==> src/rtl/isp_color_pkg.sv <==
// Shared colour-space constants and fixed-point types for the ISP colour stages.
// YCbCr pixels are signed 9.9. Coefficients are signed Q2.15. Products carry 24 fractional bits.
package isp_color_pkg;

    localparam int PIX_W     = 18;
    localparam int FRAC_IN   = 9;
    localparam int COEF_FRAC = 15;
    localparam int COEF_W    = 18;
    localparam int PROD_W    = PIX_W + COEF_W;
    localparam int SUM_W     = PROD_W + 2;
    localparam int PROD_FRAC = FRAC_IN + COEF_FRAC;
    localparam int INT_W     = SUM_W - PROD_FRAC;
    localparam int OUT_W     = 8;
    localparam int NUM_CH    = 3;

    typedef logic signed [PIX_W-1:0]  pix_t;
    typedef logic signed [COEF_W-1:0] coef_t;
    typedef logic signed [PROD_W-1:0] prod_t;
    typedef logic signed [SUM_W-1:0]  sum_t;
    typedef logic signed [INT_W-1:0]  int_t;

    // Row-major R,G,B x Y,Cb,Cr; element 0 is R<-Y.
    localparam logic [0:NUM_CH*NUM_CH-1][COEF_W-1:0] YCC2RGB_COEF = {
        18'sd32768,  18'sd0,       18'sd45941,
        18'sd32768, -18'sd11277,  -18'sd23401,
        18'sd32768,  18'sd58065,   18'sd0
    };

    // Half an output LSB, giving round-half-up before truncation.
    localparam sum_t ROUND_K = sum_t'(1) << (PROD_FRAC - 1);

    localparam int_t U8_MAX = int_t'(255);

endpackage

==> src/rtl/sat_round_u8.sv <==
// Rounds a 24-fractional-bit signed channel sum to an integer and clamps it to 0..255.
import isp_color_pkg::*;

module sat_round_u8 (
    input  logic signed [SUM_W-1:0] sum_i,
    output logic [OUT_W-1:0]        u8_o
);

    sum_t rounded;
    int_t int_part;

    // NOTE: every output of a combinational block gets a default first, so no path can leave it unassigned and infer a latch.
    always_comb begin
        rounded  = sum_i + ROUND_K;
        int_part = rounded[SUM_W-1:PROD_FRAC];
        u8_o     = int_part[OUT_W-1:0];
        if (int_part[INT_W-1]) begin
            u8_o = '0;
        end else if (int_part > U8_MAX) begin
            u8_o = '1;
        end
    end

endmodule

==> src/rtl/ycc2rgb_stream.sv <==
// Four-stage streaming YCbCr (signed 9.9) to packed RGB888 converter with frame-done pulse.
// The stages are input register, nine products, three channel sums, then round and clamp.
module ycc2rgb_stream
    import isp_color_pkg::*;
#(
    parameter int width     = 320,
    parameter int height    = 240,
    parameter int frameSize = width * height
) (
    input  logic                      clk,
    input  logic                      reset,
    input  logic                      iValid,
    input  logic signed [PIX_W-1:0]   iY,
    input  logic signed [PIX_W-1:0]   iCb,
    input  logic signed [PIX_W-1:0]   iCr,
    output logic [NUM_CH*OUT_W-1:0]   oData,
    output logic                      oValid,
    output logic                      oDone
);

    localparam int CNT_W = (frameSize > 1) ? $clog2(frameSize) : 1;
    localparam logic [CNT_W-1:0] CNT_LAST = CNT_W'(frameSize - 1);

    // S1 input registers, indexed Y, Cb, Cr
    pix_t pix_q [NUM_CH];

    // NOTE: datapath registers carry no reset; only the valid bits and outputs need a defined state, and this keeps reset fan-out off the wide pipeline.
    always_ff @(posedge clk) begin
        pix_q[0] <= iY;
        pix_q[1] <= iCb;
        pix_q[2] <= iCr;
    end

    logic [OUT_W-1:0] chan_u8 [NUM_CH];

    for (genvar ch = 0; ch < NUM_CH; ch++) begin : g_ch
        prod_t prod_d [NUM_CH];
        prod_t prod_q [NUM_CH];
        sum_t  sum_d;
        sum_t  sum_q;

        always_comb begin
            for (int comp = 0; comp < NUM_CH; comp++) begin
                prod_d[comp] = prod_t'(pix_q[comp])
                             * prod_t'(coef_t'(YCC2RGB_COEF[ch*NUM_CH + comp]));
            end
            sum_d = sum_t'(prod_q[0]) + sum_t'(prod_q[1]) + sum_t'(prod_q[2]);
        end

        always_ff @(posedge clk) begin
            prod_q <= prod_d;
            sum_q  <= sum_d;
        end

        sat_round_u8 u_sat (
            .sum_i (sum_q),
            .u8_o  (chan_u8[ch])
        );
    end

    logic [2:0]              vld_q, vld_d;
    logic [CNT_W-1:0]        cnt_q, cnt_d;
    logic [NUM_CH*OUT_W-1:0] odata_q, odata_d;
    logic                    ovalid_q, ovalid_d;
    logic                    odone_q, odone_d;

    always_comb begin
        vld_d    = {vld_q[1:0], iValid};
        ovalid_d = vld_q[2];
        odata_d  = odata_q;
        if (vld_q[2]) begin
            odata_d = {chan_u8[0], chan_u8[1], chan_u8[2]};
        end

        // Counter wraps on the last pixel so oDone lands the cycle after its oValid.
        cnt_d   = cnt_q;
        odone_d = 1'b0;
        if (ovalid_q) begin
            if (cnt_q == CNT_LAST) begin
                cnt_d   = '0;
                odone_d = 1'b1;
            end else begin
                cnt_d = cnt_q + 1'b1;
            end
        end
    end

    // NOTE: sequential state uses non-blocking assignments so every register samples pre-edge values regardless of statement order.
    always_ff @(posedge clk or negedge reset) begin
        if (!reset) begin
            vld_q    <= '0;
            cnt_q    <= '0;
            odata_q  <= '0;
            ovalid_q <= 1'b0;
            odone_q  <= 1'b0;
        end else begin
            vld_q    <= vld_d;
            cnt_q    <= cnt_d;
            odata_q  <= odata_d;
            ovalid_q <= ovalid_d;
            odone_q  <= odone_d;
        end
    end

    assign oData  = odata_q;
    assign oValid = ovalid_q;
    assign oDone  = odone_q;

endmodule

==> config.mk <==
export PLATFORM = sky130hd
export DESIGN_NAME = ycc2rgb_stream
export DESIGN_NICKNAME = d
export VERILOG_FILES = /design/src/rtl/isp_color_pkg.sv /design/src/rtl/sat_round_u8.sv /design/src/rtl/ycc2rgb_stream.sv
export SDC_FILE = /design/constraint.sdc
export NUM_CORES = 2
export LEC_CHECK = 0
export CORE_MARGIN = 5
export CORE_UTILIZATION = 25
export CTS_CLUSTER_DIAMETER = 100
export DETAILED_ROUTE_END_ITERATION = 7
export GPL_ROUTABILITY_DRIVEN = 0
export HOLD_SLACK_MARGIN = 0.05
export PLACE_DENSITY_LB_ADDON = 0.08
export RECOVER_POWER = 100
export SYNTH_ARGS = -nofsm -noshare
export SYNTH_HDL_FRONTEND = slang
export SYNTH_HIERARCHICAL = 1
export SYNTH_SLANG_ARGS = --single-unit
==> constraint.sdc <==
create_clock -name clk -period 13.9 [get_ports clk]
set_clock_uncertainty 0.1 [all_clocks]
set_input_delay 1.39 -clock clk [delete_from_list [all_inputs] [get_ports clk]]
set_output_delay 1.39 -clock clk [all_outputs]
set_load 0.03 [all_outputs]
==> impl_metrics.csv <==
group,metric,value,unit
drt,drc,0,
clock_tree,clk_latency,0.61,ns
die,die_area,146000,um2
critical_path,r2r_slack,5.99,ns
timing,hold_viol,0,
clock_tree,clockRootBuffer,"clkbuf_16",
clock_tree,cts.sinks,263,
timing,finalCritPeriodShare,56.9,%
critical_path,reg2reg_from,"pix_q[2][17]",
clock_tree,cts-resized-gates,0,
global_route,first_global_vias,25604,
timing,maxSlewViolCount,113,
clock_tree,ctsHoldBuffers,0,
global_route,grt.total_usage,14.5,%
synth,yosysWarnings,6,
critical_path,critPathLaunch,"pix_q[2][17]",
drt,routed_wl,104000,um
final_layout,area_growth,12.5,%
global_route,overflow,0,
critical_path,cp_data_required_time,14.27,ns
drt,drt-pass1-iter-count,5,
synth,synth_cells,3588,
global_route,grt_start_max_net_pins,47,
clock_tree,clockBufferDepth,3,
timing,min_period,7.91,ns
die,rows,136,
run,maxCapViolCount,3,
final_layout,ff_latch_area,5500,um2
die,die-width,382,um
die,ios,83,
final_layout,final_common_cell,"inv_1",
timing,setup_violations,0,
placed_design,hpwl,89500,um
die,start_util,25.1,%
critical_path,rr_worst_depth,17,
clock_tree,cts_made_buffers,41,
timing,fin_setup_tns,0,ns
critical_path,path_class,"reg2reg",
synth,avgSynthCellArea,9.63,um2
synth,synthesis.area,34600,um2
critical_path,endpoint,"g_ch[0].prod_q[33]",
synth,synthesis.nets,4701,
critical_path,r2r_end,"g_ch[0].prod_q[33]",
drt,antenna_left,0,
final_layout,drive_gt1_share,4.25,%
critical_path,worst_setup_path_start_kind,"flip-flop",
drt,vias,23634,
timing,maxSlewHeadroom,-74.2,%
critical_path,end_kind,"flip-flop",
status,outcome,"finished with violations",
critical_path,worstPathArrival,8.28,ns
timing,fmax,126,MHz
status,violations,"capacitance limit, slew limit",
die,die_h,382,um
final_layout,multi_input_area,25800,um2
drt,wl_per_cell,18.9,um
timing,grt_setup_unrepaired,"false",
min_path,hp-class,"reg2reg",
timing,worstMarginPinSlew,2.61,ns
clock_tree,cts_tree,"built",
die,core,137000,um2
global_route,grt_antenna_before_repair,6,
critical_path,cp_max_fo,39,
placed_design,io_buffer_count,82,
clock_tree,ctsHtreeMaxLevel,2,
final_layout,most-common-layout-cells,"inv_1 (802), ha_1 (596), fa_1 (460)",
final_layout,fillCellCount,14670,
clock_tree,cts_setup_buffers,0,
drt,viasPerCell,4.29,
final_layout,nets,4799,
clock_tree,clk_pin_slew,0.06,ns
drt,drtIter0Drc,1046,
global_route,grt_pass1_wl,162000,um
[layout make-up]
class / count / area share, %
Clock buffer: 49 / 2.85
Sequential cell: 263 / 14.1
Multi-Input combinational cell: 2479 / 66.3
Clock inverter: 27 / 0.760
Inverter: 803 / 7.75
Antenna cell: 1 / 0.00644
Timing Repair Buffer: 98 / 2.37
Tap cell: 1794 / 5.77
[how the worst min path moves through the flow]
| stage | from | cells past startpoint | slack [ns] | end |
|---|---|---|---|---|
| final | pix_q[0][2] | 0 | 0.22 | g_ch[2].prod_q[89] |
| after CTS | pix_q[0][2] | 0 | 0.23 | g_ch[2].prod_q[89] |
| after detailed placement | pix_q[0][15] | 0 | 0.21 | g_ch[2].prod_q[102] |
| after global placement | pix_q[0][11] | 0 | 0.21 | g_ch[2].prod_q[98] |
| after global routing | pix_q[0][2] | 0 | 0.23 | g_ch[2].prod_q[89] |
| after floorplan | pix_q[0][13] | 0 | 0.21 | g_ch[2].prod_q[100] |
[layer usage]
metal	vias up	routed length (um)	global-route usage (%)	share of wire, %
met5	-	0	0	0
met4	0	1640	2.63	1.6
met3	70	3060	1.57	2.9
met2	296	45100	22.3	43
met1	11391	54300	21.9	52
li1	11877	-	-	-
[state kept, by name, summed over array words and instances (netlist names)]
name / count
oDone: 1
g_ch.sum_q: 38
g_ch.prod_q: 125
pix_q: 54
cnt_q: 17
oValid: 1
vld_q: 3
oData: 24
[critical path, stage by stage (launching register included)]
cell,delay (ns)
dfxtp_1,0.97
clkbuf_1,1.54
ha_1,0.53
fa_1,0.51
inv_1,0.05
fa_1,0.43
fa_1,0.51
fa_1,0.49
inv_1,0.05
fa_1,0.52
inv_1,0.04
ha_1,0.44
nand3_1,0.17
nor4_1,0.40
nand2_1,0.12
o211ai_1,0.35
nand2_1,0.16
o311ai_0,0.36
[stage by stage]
stage          util, %  hold WS [ns]  instance area [um2]  setup WS (ns)  instances
2_1_floorplan        -         0.210                34600           7.54       3588
3_3_place_gp      27.3         0.211                37500           7.15       5437
3_5_place_dp      27.3         0.212                37500           7.20       5437
4_1_cts           28.3         0.225                38900           7.12       5513
5_1_grt           28.3         0.229                38900           5.38       5513
6_report          28.3         0.225                38900           5.99       5514
Power is left out: the tool's default activity adds up to more than one toggle a clock period on the data nets, which glitch-free logic cannot reach.
